### config.mk
export PLATFORM = sky130hd
export DESIGN_NAME = dls_delay_line
export DESIGN_NICKNAME = d
export VERILOG_FILES = /design/src/rtl/dls_delay_line.sv
export SDC_FILE = /design/constraint.sdc
export NUM_CORES = 1
export LEC_CHECK = 0
export BUFFER_PORTS_ARGS = -buffer_cell sky130_fd_sc_hd__buf_2
export CORE_ASPECT_RATIO = 1.4
export CORE_UTILIZATION = 50
export CTS_BUF_LIST = sky130_fd_sc_hd__clkbuf_8
export CTS_CLUSTER_DIAMETER = 150
export CTS_CLUSTER_SIZE = 24
export DETAILED_ROUTE_END_ITERATION = 12
export GPL_ROUTABILITY_DRIVEN = 0
export GPL_TIMING_DRIVEN = 1
export PLACE_DENSITY = 0.8
export SYNTH_ARGS = -nofsm -noshare
export SYNTH_HDL_FRONTEND = slang
export SYNTH_SLANG_ARGS = --single-unit
### constraint.sdc
create_clock -name clk -period 0.8 [get_ports clk]
set_input_delay 0.08 -clock clk [delete_from_list [all_inputs] [get_ports clk]]
set_output_delay 0.08 -clock clk [all_outputs]
set_load 0.01 [all_outputs]
### src/rtl/dls_delay_line.sv
// Primary-path delay line: DELAY-deep shift register, wire when DELAY==0.
module dls_delay_line #(
    parameter int WIDTH = 43,
    parameter int DELAY = 2
) (
    input  logic             clk,
    input  logic             rst_n,
    input  logic [WIDTH-1:0] din,
    output logic [WIDTH-1:0] dout
);

    generate
        if (DELAY == 0) begin : g_pass
            assign dout = din;
        end else begin : g_sr
            logic [DELAY-1:0][WIDTH-1:0] sr;

            always_ff @(posedge clk or negedge rst_n) begin
                if (!rst_n) begin
                    sr <= '0;
                end else begin
                    sr[0] <= din;
                    for (int i = 1; i < DELAY; i++) sr[i] <= sr[i-1];
                end
            end

            assign dout = sr[DELAY-1];
        end
    endgenerate

endmodule

==> reports/qor.csv <==
stage,metric,value,unit
clock_network,Clock Path Buffers,2,
critical_path,CP Capture Point,dout[25],
worst_hold_path,Hold Crit Class,in2async,
critical_path,reg2reg start,g_sr.sr[6],
yosys,post-synthesis simple-gate area fraction,0,
sta,Slew Limit Fails,0,
critical_path,critical path depth in cells,1,
clock_network,# clock sinks,86,
critical_path,R2R depth,0,
yosys,Synth Area in XOR/XNOR,0,
yosys,"flops & latches, synth",86,
route,Final ANT Viol Nets,0,
floorplan,Initial Util,0.533,
clock_network,clk slew on worst S/H paths,70,ps
critical_path,buffers plus inverters on the worst setup path,1,
critical_path,CP Class,reg2out,
yosys,Syn Nets,174,
route,via count,1197,
clock_network,CTS Buf Count,9,
sta,Fmax,1060,MHz
floorplan,Die Span X,61.5,microns
route,DRT Wirelength,4030,microns
placed_design,Detail Placement HPWL,2370,microns
global_route,vias in the first global route,1299,
global_route,initial antenna violation count,0,
yosys,sequential fraction of the synthesis area,0.870,
critical_path,critical path capture point type,output pin,
critical_path,critical-path cell list,buf_2,
clock_network,Skew-Pair Late Insertion Delay,330,ps
run,Max-cap violations,0,
floorplan,row count,29,
placed_design,Port Buffers,87,
pwr,Worst VDD drop,1.68,mV
critical_path,startpoint type of the worst setup path,flop,
critical_path,reg2reg setup slack,300,ps
route,drt via density,4.06,
yosys,ys flop type,dfrtp_1,
yosys,syn_area_per_cell,19.2,sq um
yosys,Adder-Cell Fraction of Synth Area,0,
final_layout,post-layout util,0.724,
route,DRC errors left,0,
global_route,total gr overflow,0,
yosys,synth warn,0,
floorplan,IO Count,88,
clock_network,CTS tree,built,
yosys,most instantiated cells after synthesis,"86 x dfrtp_1, 43 x buf_4",
final_layout,final std cells w/o fill,295,
floorplan,core area,4640,sq um
sta,worst slew pin tran,214,ps
final_layout,layout cells sized above 1,0.429,
yosys,Post-synth EDFFs,0,
yosys,Synth top area share,0.870,
sta,final setup vio count,43,
pwr,pwr dens,2330,nW/um^2
placed_design,DP Cell Count,237,
critical_path,crit path max fanout,1,
pwr,Leak,1.66,nW
global_route,All-Layer GR Usage,0.182,
critical_path,Worst EP required,720,ps
yosys,Area contributors post-synth,"dfrtp_1 87%, buf_4 13%",
status,failing checks,setup timing,
final_layout,fillers,323,
yosys,Synth Area in Compound Gates,0,
sta,Final Hold Viols,0,
yosys,Synth area leader,dfrtp_1,
yosys,most common cell in the netlist,dfrtp_1,
final_layout,synthesis-to-layout area growth,35.8,%
route,Iter 0 DRT Violations,37,
critical_path,"Largest stage delay, worst path",380,ps
final_layout,#MultiIn Comb,0,
sta,Worst Clk Skew,6.30,ps
yosys,Netlist cell types,2,
clock_network,H-tree depth,3,
global_route,first-pass GRT wire length,6100,microns
critical_path,family with the most delay on the worst path,flip-flops,
yosys,largest family of logic cells by synthesized area,buffers and inverters,
sta,setup ws final,-139,ps
final_layout,Antenna diodes,0,
yosys,async set-reset flop share out of synthesis,1.00,
status,status,"finished, violations left",
yosys,Synth Instances,129,
floorplan,die area,5240,sq um
yosys,portion of netlist area occupied by mux cells,0,
yosys,area of the mapped netlist,2470,sq um
sta,Rel. slew slack,0.858,
sta,fin crit share,1.17,
critical_path,slowest cell on the critical path,dfrtp_1,
final_layout,register area,2150,sq um
final_layout,Multi-input gate area,0,sq um
critical_path,Worst Path Arrival,860,ps
route,DR WL/cell,13.7,microns
critical_path,crit path launch,dout[25],
critical_path,RR Endpoint,dout[6],
sta,setup TNS,-4700,ps
sta,RSZ-0062 raised after global routing,true,
final_layout,nets@finish,275,
clock_network,Root Buffer,clkbuf_8,
floorplan,Die Y,85.2,microns
sta,fin crit period,939,ps
route,DRT Pass-1 Iters,4,
global_route,maximum number of pins on one net before global-route repair,40,
[layer usage]
metal / wire length (microns) / part of all wire / GRT usage
met1: 1250 / 0.31 / 0.159
met2: 2500 / 0.62 / 0.325
met3: 155 / 0.038 / 0.0579
met4: 122 / 0.030 / 0.131
met5: 0 / 0 / 0
[state kept, by name, summed over array words and instances (netlist names)]
register,flops
dout,43
g_sr.sr,43
[cells by family after synthesis]
| logic type | after synthesis |
|---|---|
| flops | 86 |
| buf+inv | 43 |
[power breakdown]
part | switching (W) | internal (W) | leakage [nW] | total, W
combinational | 0.000243 | 0.000330 | 0.561 | 0.000573
clock | 0.00125 | 0.00137 | 0.0987 | 0.00262
sequential | 0.0000629 | 0.00456 | 1.00 | 0.00463
[final cells by class]
class,instances,area share
repair buffers,133,0.286
well taps,62,0.0231
clock buffers,9,0.0368
flip-flops and latches,86,0.640
clock inverters,5,0.0138
[worst min path at each step]
stage | slack (ps) | startpoint | cells past startpoint | end
final | 160 | rst_n | 2 | g_sr.sr[1]
after detailed placement | -50 | rst_n | 1 | g_sr.sr[9]
after floorplan | -220 | rst_n | 0 | dout[0]
after global routing | 150 | rst_n | 2 | g_sr.sr[1]
after CTS | 130 | rst_n | 2 | g_sr.sr[9]
after global placement | -50 | rst_n | 1 | g_sr.sr[9]
[per-stage QoR]
| step | cell area (sq um) | power (W) | setup slack, ps | hold slack (ps) |
|---|---|---|---|---|
| floorplan | 2470 | 0.00491 | 253 | -216 |
| global placement | 2710 | 0.00507 | 220 | -49.9 |
| detailed placement | 2710 | 0.00510 | 219 | -48.5 |
| CTS | 3330 | 0.00789 | -160 | 126 |
| global route | 3360 | 0.00814 | -181 | 150 |
| finish | 3360 | 0.00782 | -139 | 157 |
[what timing repair did]
| action | 4_1_cts | 5_1_grt |
|---|---|---|
| setup endpoints to repair | 43 | 43 |
| gates resized for setup | 2 | 5 |
| buffers inserted | 0 | 0 |
| endpoints found under the hold margin | 129 | 0 |
| hold buffers | 44 | 0 |
[cell usage in the layout (no fill, tap or decap)]
cell type,netlist,final
buf_2,0,79
inv_1,0,3
clkinv_2,0,1
bufinv_16,0,1
buf_4,43,1
buf_12,0,2
clkbuf_8,0,9
dfrtp_1,86,86
buf_6,0,7
dlygate4sd3_1,0,44
No activity file was read; power rests on OpenSTA's default activity.
